File: src/rtl/store_sequencer.sv
// Store sequencer: turns one SB/SH/SW request into byte-lane aligned RAM
// writes, splitting word-crossing stores into two consecutive writes.
module store_sequencer #(
    parameter bit SPLIT_EN = 1'b1
) (
    input  logic        clk,
    input  logic        rst_n,
    input  logic        req_valid,
    output logic        req_ready,
    input  logic [31:0] req_addr,
    input  logic [31:0] req_data,
    input  logic [2:0]  req_funct3,
    output logic        mem_valid,
    input  logic        mem_ready,
    output logic [31:0] mem_addr,
    output logic [3:0]  mem_we4,
    output logic [31:0] mem_wdata,
    output logic        stall,
    output logic        err
);

    typedef enum logic [1:0] {
        IDLE,
        FIRST,
        SECOND
    } state_t;

    state_t      state_q, state_d;
    logic [29:0] wa_q, wa_d;
    logic [7:0]  m8_q, m8_d;
    logic [63:0] d64_q, d64_d;
    logic        err_q, err_d;

    logic [3:0]  base;
    logic [31:0] dmask;
    logic        legal;
    logic [7:0]  m8_new;
    logic [63:0] d64_new;
    logic        split_new;

    // Lane mask and shifted data for the incoming request
    always_comb begin
        base  = 4'b0000;
        dmask = 32'h0;
        legal = 1'b1;
        unique case (req_funct3)
            3'b000: begin
                base  = 4'b0001;
                dmask = {24'h0, req_data[7:0]};
            end
            3'b001: begin
                base  = 4'b0011;
                dmask = {16'h0, req_data[15:0]};
            end
            3'b010: begin
                base  = 4'b1111;
                dmask = req_data;
            end
            default: legal = 1'b0;
        endcase
        m8_new    = {4'b0000, base} << req_addr[1:0];
        d64_new   = {32'h0, dmask} << {req_addr[1:0], 3'b000};
        split_new = |m8_new[7:4];
    end

    always_comb begin
        state_d = state_q;
        wa_d    = wa_q;
        m8_d    = m8_q;
        d64_d   = d64_q;
        err_d   = 1'b0;
        unique case (state_q)
            IDLE: begin
                if (req_valid) begin
                    if (!legal || (split_new && !SPLIT_EN)) begin
                        err_d = 1'b1;
                    end else begin
                        state_d = FIRST;
                        wa_d    = req_addr[31:2];
                        m8_d    = m8_new;
                        d64_d   = d64_new;
                    end
                end
            end
            FIRST: begin
                if (mem_ready) begin
                    state_d = (|m8_q[7:4]) ? SECOND : IDLE;
                end
            end
            SECOND: begin
                if (mem_ready) begin
                    state_d = IDLE;
                end
            end
            default: state_d = IDLE;
        endcase
    end

    always_comb begin
        req_ready = (state_q == IDLE);
        stall     = (state_q != IDLE);
        err       = err_q;
        mem_valid = 1'b0;
        mem_addr  = 32'h0;
        mem_we4   = 4'b0000;
        mem_wdata = 32'h0;
        unique case (state_q)
            FIRST: begin
                mem_valid = 1'b1;
                mem_addr  = {wa_q, 2'b00};
                mem_we4   = m8_q[3:0];
                mem_wdata = d64_q[31:0];
            end
            SECOND: begin
                // Word index wraps naturally at the top of the address space
                mem_valid = 1'b1;
                mem_addr  = {wa_q + 30'd1, 2'b00};
                mem_we4   = m8_q[7:4];
                mem_wdata = d64_q[63:32];
            end
            default: ;
        endcase
    end

    always_ff @(posedge clk) begin
        if (!rst_n) begin
            state_q <= IDLE;
            wa_q    <= 30'h0;
            m8_q    <= 8'h0;
            d64_q   <= 64'h0;
            err_q   <= 1'b0;
        end else begin
            state_q <= state_d;
            wa_q    <= wa_d;
            m8_q    <= m8_d;
            d64_q   <= d64_d;
            err_q   <= err_d;
        end
    end

endmodule
File: config.mk
export PLATFORM = sky130hd
export DESIGN_NAME = store_sequencer
export DESIGN_NICKNAME = d
export VERILOG_FILES = /design/src/rtl/store_sequencer.sv
export SDC_FILE = /design/constraint.sdc
export NUM_CORES = 1
export LEC_CHECK = 0
export ABC_CLOCK_PERIOD_IN_PS = 2490
export BUFFER_PORTS_ARGS = -buffer_cell sky130_fd_sc_hd__buf_4
export CORE_MARGIN = 4
export CORE_UTILIZATION = 34
export CTS_BUF_LIST = sky130_fd_sc_hd__clkbuf_8
export CTS_CLUSTER_SIZE = 28
export DETAILED_ROUTE_END_ITERATION = 6
export GPL_TIMING_DRIVEN = 0
export PLACE_DENSITY = 0.64
export SKIP_CTS_REPAIR_TIMING = 1
export SLEW_MARGIN = 20
export SYNTH_ARGS = -nofsm -noshare
export SYNTH_HDL_FRONTEND = slang
export SYNTH_SLANG_ARGS = --single-unit
File: constraint.sdc
create_clock -name clk -period 2.49 [get_ports clk]
set_clock_uncertainty 0.2 [all_clocks]
set_input_delay 0.747 -clock clk [delete_from_list [all_inputs] [get_ports clk]]
set_output_delay 0.747 -clock clk [all_outputs]
set_load 0.005 [all_outputs]
Word level (Yosys, flattened, before mapping)
Cells that the tools add are included.

word-level totals
  bits in registers = 105
  latch bits = 0
  RAM bits = 0
  bits in read-only memories = 0
  input bits = 71
  output and inout bits = 72
  logic and storage cells = 39
  memories kept = 0

operators by class
  add/sub/neg operators = 1
  $mul = 0
  div/mod/pow operators = 0
  order comparisons = 0
  equal/unequal tests = 8
  shifts and indexed selects = 2
  mux-type cells = 14
  bitwise logic cells = 0
  reduce and logical (&&, ||, !) cells = 9

operator list
  kind                                                                     number
  32-bit one-hot mux with 2 select lines                                   2
  32-bit one-hot mux with 3 select lines                                   1
  32-bit by 5-bit << shifter with 64-bit output                            1
  30-bit by 1-bit adder with 30-bit output, second input constant          1
  4-bit one-hot mux with 3 select lines                                    1
  2-bit 2-to-1 mux                                                         5
  4-bit one-hot mux with 2 select lines                                    1
  4-bit by 2-bit << shifter with 8-bit output                              1
  2-bit inequality test, second input constant                             3
  2-bit one-hot mux with 3 select lines                                    1
  3-bit AND reduction                                                      2
  4-bit AND reduction                                                      1
  4-bit OR reduction                                                       1
  3-bit by 1-bit == test with 1-bit output, second input constant          1
  3-bit by 2-bit == test with 1-bit output, second input constant          1
  3-bit zero test                                                          1
  1-bit 2-to-1 mux                                                         3
  3-bit OR reduction                                                       1
  2-bit by 1-bit == test with 1-bit output, second input constant          1
  2-bit == test, second input constant                                     1
  2-bit zero test                                                          1
  2-bit by 1-bit inequality test with 1-bit output, second input constant  1
  2-bit nonzero test                                                       1
  2-bit OR reduction                                                       1

Longest topological paths before layout
Gate-level depths: netlist of run 1.

  word-level depth = 6
  gate-level depth with buffers = 8
  gate-level depth less buffers = 6

Worst setup path after synthesis of run 1
OpenSTA, ideal clock, no wires.

  kind = reg2out
  start = reg wa_q[0]
  end = out mem_addr[16]
  arrival = 1616 ps
  data required time = 1543 ps
  slack = -73 ps
  cell stages (with the launch flop) = 7
  buffers on the path = 1
  path through = dfxtp_1 ha_1 nand3_1 nor4_2 buf_2 a21oi_1 a211o_2

between the ends
  cells in the longest elaborated chain, start to end = 2

RTL lines
  element                                   line  RTL
  start, declared                           29    logic [29:0] wa_q, wa_d;
  start signal, assigned                    134   wa_q <= wa_d;
  30-bit by 1-bit adder with 30-bit output  117   mem_addr = {wa_q + 30'd1, 2'b00};
  32-bit one-hot mux with 2 select lines    107   unique case (state_q)
  end, declared                             15    output logic [31:0] mem_addr,

No other way between the ends.

Final worst setup path of run 1
  start = reg wa_q[18]
  end = out mem_addr[29]

The elaborated chain is that of the path after synthesis.

==> results of run 1 <==
[power by group]
group          switching (mW)  internal (mW)  total, mW
clock network           0.634          0.375       1.01
registers              0.0530           1.59       1.64
logic                   0.360          0.288      0.648
total                    1.05           2.25       3.30
[logic make-up (layout without fill, tap and decap cells)]
family | count (synthesis) | in the layout | share of synthesized area, %
and+or+nand+nor | 298 | 298 | 27.7
DFF | 96 | 96 | 33.6
adders and majority gates | 4 | 4 | 0.876
muxes | 17 | 17 | 3.15
xor gates and xnor gates | 1 | 1 | 0.153
other | 1 | 2 | 0.0657
buffers and inverters | 81 | 270 | 6.20
AOI/OAI and AO/OA | 250 | 250 | 28.2
[flip-flops by register name (all words and copies together) (netlist names)]
name and flops:
d64_q 56, err 1, m8_q 7, state_q 2, wa_q 30
[critical path: stages, from the launching register on]
cell and delay, ps:
dfxtp_2 330, buf_6 110, nand4_1 110, or2_1 270, buf_6 150, or4b_4 530, nand3_2 90, buf_4 110
[synth_stat cells, drive strengths merged, types with 4 or more instances]
master	n	area [µm²]
nand4	11	75.1
nand2	106	398
buf	22	119
and4	6	53.8
nand3	26	130
and2	7	43.8
a211oi	9	67.6
or3b	8	70.1
nor3	9	55.1
o311ai	5	43.8
dfxtp	96	1920
nand3b	12	90.1
inv	6	22.5
a31o	4	35.0
ha	4	50.1
a22oi	61	458
mux2	8	90.1
o2bb2ai	9	78.8
a31oi	17	106
clkbuf	52	209
o21ai	44	220
and3	13	82.6
nor2b	39	244
a32oi	10	87.6
mux2i	9	90.1
nor2	42	158
a21oi	73	365
[through the flow]
stage               hold WS (ps)  instances  instance area [µm²]  utilization [%]
floorplan                    232        749                 5730                -
global placement             240       1105                 7030             42.5
detailed placement           246       1105                 7030             42.5
CTS                          260       1121                 7210             43.6
global route                 289       1158                 8600             52.0
finish                       262       1158                 8600             52.0
[how the worst max path moves through the flow]
| stage | startpoint | endpoint | slack [ps] | cells past startpoint |
|---|---|---|---|---|
| final | wa_q[18]$_SDFFE_PN0P_ | mem_addr[29] | -560 | 7 |
| after global routing | wa_q[4]$_SDFFE_PN0P_ | mem_addr[21] | -660 | 8 |
| after global placement | state_q[1]$_SDFFE_PN0P_ | mem_addr[15] | -680 | 6 |
| after CTS | state_q[0]$_SDFFE_PN0P_ | mem_addr[11] | -1110 | 6 |
| after floorplan | wa_q[0]$_SDFFE_PN0P_ | mem_addr[16] | -20 | 6 |
| after detailed placement | state_q[0]$_SDFFE_PN0P_ | mem_addr[11] | -690 | 6 |
[area by class of cell]
class / instances / area share (%)
sequential: 96 / 22.8
timing repair buffer: 175 / 18.5
tap: 220 / 3.20
inverter: 7 / 0.408
clock buffer: 9 / 1.44
buffer: 72 / 6.07
clock inverter: 7 / 0.626
multi-input combinational: 572 / 46.9
[routing by layer]
layer | share of wire, % | GRT usage [%] | up-vias
met1 | 41 | 29.9 | 3117
li1 | - | - | 3116
met4 | 3.6 | 8.48 | 0
met5 | 0 | 0 | -
met3 | 9.2 | 5.41 | 59
met2 | 46 | 34.7 | 327
==> run metrics, run 1 <==
outcome finished with violations; failing checks setup timing; worst vdd ir approximately 0.24 mV; r2r endpoint d64_q[23]$_SDFFE_PN0P_; first-pass GRT wire length 32500 µm; minimum clock period between 3000 and 4000 ps; largest net degree at the start of global routing 18; critical path arrival between 2000 and 2500 ps; CP Max Fanout 8; FMAX 327 MHz; starting density of the core between 30% and 40%; initial antenna violation count 0; CTS H-tree lvls 3; Top FF cell, synth dfxtp_1; setup-violating endpoint count in the final report between 60 and 70; worst-case reg-to-reg path depth 7; Worst Hold Path Cells 2; Cell Pwr Density roughly 380 mW/mm²; DRT iter0 DRCs 636; FF-to-FF setup slack 180 ps; Final Max Slew Viols 0; HP Class flop to flop; area delta synth->final 50.5%; fin worst setup slack -564 ps; Mean Syn Cell Area 7.64 µm²; Total GRT Usage 22.4%; Worst Setup End Kind output pin; share of layout cells above drive strength 1 39.6%; critical path type flop to output pin; cell count after synthesis 748; share of synthesized registers carrying an async set or reset 0%; Synth Cell Area roughly 0.0057 mm²; DRT Wirelength 23000 µm; commonest non-fill, non-tap cell in the layout buf_4; Ports 143; Seq cells post-synth 96; worst slew pin tran 848 ps; Rows 47; wire per inst 19.9 µm; RR Startpoint state_q[1]$_SDFFE_PN0P_; Worst slew margin a little over two fifths; most frequent cells in the layout buf_4, nand2_1, dfxtp_1, a21oi_1, buf_6; diodes inserted 0; Tot Pwr 3.30 mW; crit start category flop; CTS tree done; post-route clock period utilization 123%; Clock Latency Late Sink between 300 and 400 ps; routability cong. around 0.95; die area 0.0189 mm²; vias per cell 5.72; HPWL after DPL between 15000 and 20000 µm; FF/Latch Area about 0.0020 mm²; core area between 0.015 and 0.02 mm²; die height 138 µm; Seq/Total Area, Yosys 33.6%; CP required 1540 ps; hold_sp d64_q[5]$_SDFFE_PN0P_; nets@finish 1008; antenna-violating nets left 0; RSZ-0062 raised after global routing yes; max-cap check violation count 0; PortBufs 136; total global routing overflow 0; # DRC 0; WHS Endpoint d64_q[5]$_SDFFE_PN0P_; vias in the first global route 5957; CTS max path bufs 2; first drt pass iteration count 5; CTS root buffer clkbuf_8; Setup WS pre-CTS -691 ps; Num CTS Buffers 9; via count 6619; TNS Setup -23920 ps; Fillers 1596; Synth cell types 62; number of synthesized flops with an enable pin 0; CTS clock-pin slew for the worst setup and hold paths ~100 ps; Final Hold Viols 0; Multi-input gate area about 0.0040 mm²; static leakage 3.20 nW; Synth Warn # 0; # clock sinks 96; die width 138 µm
Power figures use the tool's default switching activity.
==> run 2, diff against run 1 <==
--- a/config.mk
+++ b/config.mk
@@ -13,7 +13,7 @@
 export CTS_CLUSTER_SIZE = 28
 export DETAILED_ROUTE_END_ITERATION = 6
 export GPL_TIMING_DRIVEN = 0
-export PLACE_DENSITY = 0.64
+export REMOVE_ABC_BUFFERS = 1
 export SKIP_CTS_REPAIR_TIMING = 1
 export SLEW_MARGIN = 20
 export SYNTH_ARGS = -nofsm -noshare
==> run 2 against run 1 <==
The flow still finishes with violations (setup timing). Sequential share of layout area increased by 0.28 points. Combinational power is 4.2% higher. Sequential power hardly changed. Register-to-register slack improved by 30 ps. Critical path depth shrank 1. First-iteration DRC count is 3.3% lower. Worst hold slack lost 1.1 ps. Non-clock buffer count fell by 37. Utilization down 0.38 points. Final cell count fell by 2.8%. Flip-flop and latch count unchanged. Critical path type unchanged. Largest power group unchanged.
==> run metrics, run 2 (synthesis gave the netlist of run 1 again) <==
outcome finished with violations; failing checks setup timing; vias in the first global route 5643 (-5.3%); Rows 47 (unchanged); area delta synth->final 49.4%; CP Max Fanout 7 (-1); most frequent cells in the layout buf_4, nand2_1, dfxtp_1, a21oi_1, a22oi_1; CTS H-tree lvls 3 (unchanged); HPWL after DPL 13000 µm (-19%); Top Registers d64_q x56, wa_q x30, m8_q x7; largest net degree at the start of global routing 57 (+39); fin worst setup slack -519 ps (+44.6 ps); CTS max path bufs 2 (unchanged); commonest non-fill, non-tap cell in the layout buf_4; Total GRT Usage 20.4% (-2.0 points); Ports 143 (unchanged); DRT Wirelength 23100 µm (+0.32%); worst vdd ir 0.257 mV (+6.3%); critical path cell sequence nand4_1 > nor4_4 > buf_4 > nand4_1 > o31ai_1 > buf_4; static leakage 3.14 nW (-2.0%); total global routing overflow 0 (unchanged); Cell Pwr Density 398 mW/mm² (+3.7%); first-pass GRT wire length 30700 µm (-5.7%); die height 138 µm (unchanged); CTS tree done; Final Max Slew Viols 0 (unchanged); wire per inst 20.5 µm (+3.3%); critical path arrival 2060 ps (-50 ps); FF-to-FF setup slack 210 ps (+30 ps); CTS root buffer clkbuf_8; starting density of the core 34.6% (unchanged); # clock sinks 96 (unchanged); routability cong. 0.809 (-15%); Clock Latency Late Sink 380 ps (about the same); Final Hold Viols 0 (unchanged); setup-violating endpoint count in the final report 67 (+1.5%); crit-path max cell delay 410 ps (-120 ps); worst slew pin tran 1070 ps (+220 ps); initial antenna violation count 0 (unchanged); HP Class flop to flop; post-route clock period utilization 121% (-1.8 points); placed cell area 0.00694 mm² (-1.3%); WP buf/inv 2 (-1); Worst Hold Path Cells 2 (unchanged); critical path type flop to output pin; Fillers 1552 (-2.8%); die width 138 µm (unchanged); RSZ-0062 raised after global routing yes; Setup WS pre-CTS -960 ps (-269 ps); CTS clock-pin slew for the worst setup and hold paths 110 ps (about the same); antenna-violating nets left 0 (unchanged); WHS Endpoint d64_q[2]$_SDFFE_PN0P_; design area 0.00853 mm² (-0.73%); Num CTS Buffers 9 (unchanged); Top reg by flops d64_q; Top delay family on crit path simple AND/OR/NAND/NOR gates; nets@finish 974 (-3.4%); hold_sp d64_q[2]$_SDFFE_PN0P_; r2r endpoint d64_q[22]$_SDFFE_PN0P_; die area 0.0189 mm² (unchanged); PortBufs 140 (+2.9%); CP required 1540 ps (about the same); Worst slew margin 28.5% (-15 points); first drt pass iteration count 7 (+2); vias per cell 5.73 (+0.24%); # DRC 0 (unchanged); minimum clock period 3010 ps (-44.6 ps); Max stage delay cell, worst path dfxtp_4; worst-case reg-to-reg path depth 8 (+1); FMAX 332 MHz (+1.5%); RR Startpoint state_q[1]$_SDFFE_PN0P_; Largest register FFs 56 (unchanged); DRT iter0 DRCs 615 (-3.3%); Worst Setup End Kind output pin; share of layout cells above drive strength 1 39.7% (+0.16 points); via count 6446 (-2.6%); core area 0.0165 mm² (unchanged); max-cap check violation count 0 (unchanged); crit start category flop
## run 2: cell types whose count changed in the layout (fill, tap and decap cells not counted), moves of 4 or more
cell,before,now
o21ai_1,1,6
clkbuf_1,29,0
dfxtp_2,15,11
dfxtp_4,6,10
buf_6,49,43
buf_2,10,0
buf_4,132,141
buf_16,0,4
## run 2: power breakdown
part / internal [mW] / total [mW] / switching [mW]
Sequential: 1.58 / 1.64 / 0.0568
Combinational: 0.315 / 0.675 / 0.360
Clock: 0.393 / 1.08 / 0.686
## run 2: how the worst max path moves through the flow
stage	from	end	slack, ps	cells after the start
2_1_floorplan	req_funct3[1]	state_q[0]$_SDFFE_PN0P_	-1480	4
3_3_place_gp	req_funct3[1]	wa_q[14]$_SDFFE_PN0P_	-3440	5
3_5_place_dp	wa_q[0]$_SDFFE_PN0P_	mem_addr[16]	-960	6
4_1_cts	wa_q[0]$_SDFFE_PN0P_	mem_addr[16]	-1370	6
5_1_grt	state_q[0]$_SDFFE_PN0P_	mem_addr[29]	-600	8
6_report	wa_q[0]$_SDFFE_PN0P_	mem_addr[21]	-520	6
## run 2: per-stage QoR
stage	cells	power (mW)	hold slack, ps	utilization, %	setup TNS [ps]
after floorplan	675	1.89	232	-	-117440
after global placement	1035	2.14	239	40.6	-356870
after detailed placement	1043	2.18	245	42.0	-33190
after CTS	1059	3.26	259	43.1	-39790
after global routing	1124	3.53	279	51.6	-31170
final	1125	3.39	261	51.6	-26190
## run 2: final cells by class
type | count | area [µm²] | share of cell area, %
inverter | 7 | 37.5 | 0.440
multi-input combinational | 575 | 3960 | 46.4
antenna | 1 | 2.50 | 0.0293
timing repair buffer | 210 | 2090 | 24.5
tap | 220 | 275 | 3.23
clock inverter | 7 | 70.1 | 0.821
sequential | 96 | 1970 | 23.1
clock buffer | 9 | 124 | 1.45
## run 2: per-layer routing
| layer | GRT usage, % | routed length, µm | vias up |
|---|---|---|---|
| met5 | 0 | 0 | - |
| met4 | 6.21 | 392 | 0 |
| met3 | 4.16 | 1900 | 37 |
| met2 | 32.4 | 11000 | 300 |
| met1 | 27.7 | 9850 | 3053 |
| li1 | - | - | 3056 |
## run 2: worst min-delay path, cell delays in order (launching register included)
cell     delay (ps)
dfxtp_1         330
nand2_1          50
a21oi_1          50
==> run 3, diff against run 2 <==
--- a/config.mk
+++ b/config.mk
@@ -5,7 +5,7 @@
 export SDC_FILE = /design/constraint.sdc
 export NUM_CORES = 1
 export LEC_CHECK = 0
-export ABC_CLOCK_PERIOD_IN_PS = 2490
+export ABC_CLOCK_PERIOD_IN_PS = 2900
 export BUFFER_PORTS_ARGS = -buffer_cell sky130_fd_sc_hd__buf_4
 export CORE_MARGIN = 4
 export CORE_UTILIZATION = 34
==> constraint.sdc (replaced) <==
create_clock -name clk -period 2.9 [get_ports clk]
set_clock_uncertainty 0.2 [all_clocks]
set_input_delay 0.87 -clock clk [delete_from_list [all_inputs] [get_ports clk]]
set_output_delay 0.87 -clock clk [all_outputs]
set_load 0.005 [all_outputs]
==> run 3 against run 2 <==
Worst setup slack improved by 290 ps. Global-route usage is the same. Power shrank 15%. Clock power decreased by 15%. Count of clock-buffer cells in the layout is the same. Final cell count is 0.44% lower. Cell area shrank 0.92%. First-iteration DRC count is 19% lower. The flow still finishes with violations (setup timing).
==> run metrics, run 3 (synthesis gave the netlist of run 1 again) <==
critical path type flop to output pin; area delta synth->final 48.0%; failing checks setup timing; RSZ-0062 raised after global routing yes; TNS Setup -7840 ps (+18350 ps); die area 0.0189 mm² (unchanged); die height 138 µm (unchanged); CP required 1830 ps (+290 ps); first-pass GRT wire length 30700 µm (unchanged); diodes inserted 0 (-1); Final Max Slew Viols 0 (unchanged); post-route clock period utilization 108%; via count 6355 (-1.4%); # clock sinks 96 (unchanged); starting density of the core 34.6% (unchanged); fin worst setup slack -227 ps (+292 ps); largest net degree at the start of global routing 57 (unchanged); final cell count without fillers 1120 (-0.44%); routability cong. 0.809 (unchanged); total global routing overflow 0 (unchanged); CTS root buffer clkbuf_8; Max stage delay cell, worst path or4_1; Cell Pwr Density 343 mW/mm² (-14%); Top reg by flops d64_q; die width 138 µm (unchanged); busiest layer in global routing met2; minimum clock period 3130 ps; CTS H-tree lvls 3 (unchanged); Largest register FFs 56 (unchanged); Total GRT Usage 20.4% (unchanged); max-cap check violation count 0 (unchanged); DRT Wirelength 22800 µm (-1.3%); crit start category flop; CTS tree done; HP Class flop to flop; worst slew pin tran 994 ps (-73.6 ps); setup-violating endpoint count in the final report 61 (-9.0%); nets@finish 970 (-0.41%); crit-path max cell delay 540 ps (+130 ps); share of layout cells above drive strength 1 39.2% (-0.49 points); HPWL after DPL 13000 µm (unchanged); Num CTS Buffers 9 (unchanged); DRT iter0 DRCs 500 (-19%); Finished Core Util 51.2% (-0.48 points); outcome finished with violations; Rows 47 (unchanged); placed cells 1043 (unchanged); FF/Latch Area 0.00197 mm² (unchanged); antenna-violating nets left 0 (unchanged); CTS max path bufs 2 (unchanged); M1 GR Usage 27.7% (unchanged); CTS clock-pin slew for the worst setup and hold paths 110 ps (about the same); wire per inst 20.4 µm (-0.87%); critical path cell sequence inv_4 > ha_4 > nand2_8 > or4_1 > nand3_2 > buf_4; # DRC 0 (unchanged); Worst slew margin 33.5% (+4.9 points); M2 GR Usage 32.4% (unchanged); Setup WS pre-CTS -673 ps (+287 ps); static leakage 3.11 nW (-0.95%); met3 GRT Util 4.16% (unchanged); most frequent cells in the layout buf_4, nand2_1, dfxtp_1, a21oi_1, a22oi_1; Ports 143 (unchanged); Fillers 1566 (+0.90%); vias per cell 5.67 (-0.97%); commonest non-fill, non-tap cell in the layout buf_4; worst vdd ir 0.220 mV (-14%); vias in the first global route 5643 (unchanged); Clock Latency Late Sink 380 ps (about the same); CP Max Fanout 12 (+5); Final Hold Viols 0 (unchanged); initial antenna violation count 0 (unchanged); Top Registers d64_q x56, wa_q x30, m8_q x7; core area 0.0165 mm² (unchanged); critical path arrival 2060 ps (about the same); FMAX 320 MHz; PortBufs 140 (unchanged); first drt pass iteration count 5 (-2); Worst Setup End Kind output pin; Multi-input gate area 0.00395 mm² (-0.35%)
-- run 3: changes by cell type in the layout (fill, tap and decap cells not counted), sizes merged --
cell,change
nor2,-1
clkbuf,+1
diode,-1
buf,-4
-- run 3: stage by stage --
stage / area, µm² / hold WS, ps / power [mW]
6_report: 8460 / 258 / 2.90
5_1_grt: 8460 / 279 / 3.02
4_1_cts: 7130 / 259 / 2.80
3_5_place_dp: 6940 / 245 / 1.87
3_3_place_gp: 6710 / 239 / 1.84
2_1_floorplan: 5390 / 232 / 1.62
-- run 3: final cells by class --
class                      instances  area share (%)
timing repair buffer             207            24.0
sequential                        96            23.3
clock inverter                     7           0.829
clock buffer                       9            1.46
multi-input combinational        574            46.7
tap                              220            3.26
inverter                           7           0.444
-- run 3: where the power goes --
group / switching [mW] / internal (mW) / total, mW
Combinational: 0.304 / 0.264 / 0.568
Sequential: 0.0485 / 1.36 / 1.41
Clock: 0.585 / 0.337 / 0.922
Total: 0.937 / 1.96 / 2.90
-- run 3: metal layers --
| layer | part of all wire (%) | wire [µm] |
|---|---|---|
| met5 | 0 | 0 |
| met3 | 7.2 | 1650 |
| met4 | 2.0 | 448 |
| met1 | 44 | 9970 |
| met2 | 47 | 10700 |
-- run 3: critical path: cells and delay by family (launching register included) --
kind                     cells  cell delay (ps)
buffers and inverters        2              160
flip-flops                   1              390
adder cells (fa/ha/maj)      1              370
AND/OR/NAND/NOR              3              730
-- run 3: final timing paths --
| path | startpoint | to | slack (ps) | depth (start not counted) |
|---|---|---|---|---|
| worst min register to register | d64_q[7]$_SDFFE_PN0P_ | d64_q[7]$_SDFFE_PN0P_ | 260 | 2 |
| worst max-delay path | state_q[0]$_SDFFE_PN0P_ | mem_addr[17] | -230 | 6 |
| worst min-delay path | d64_q[7]$_SDFFE_PN0P_ | d64_q[7]$_SDFFE_PN0P_ | 260 | 2 |
| worst max register to register | state_q[0]$_SDFFE_PN0P_ | d64_q[4]$_SDFFE_PN0P_ | 520 | 8 |
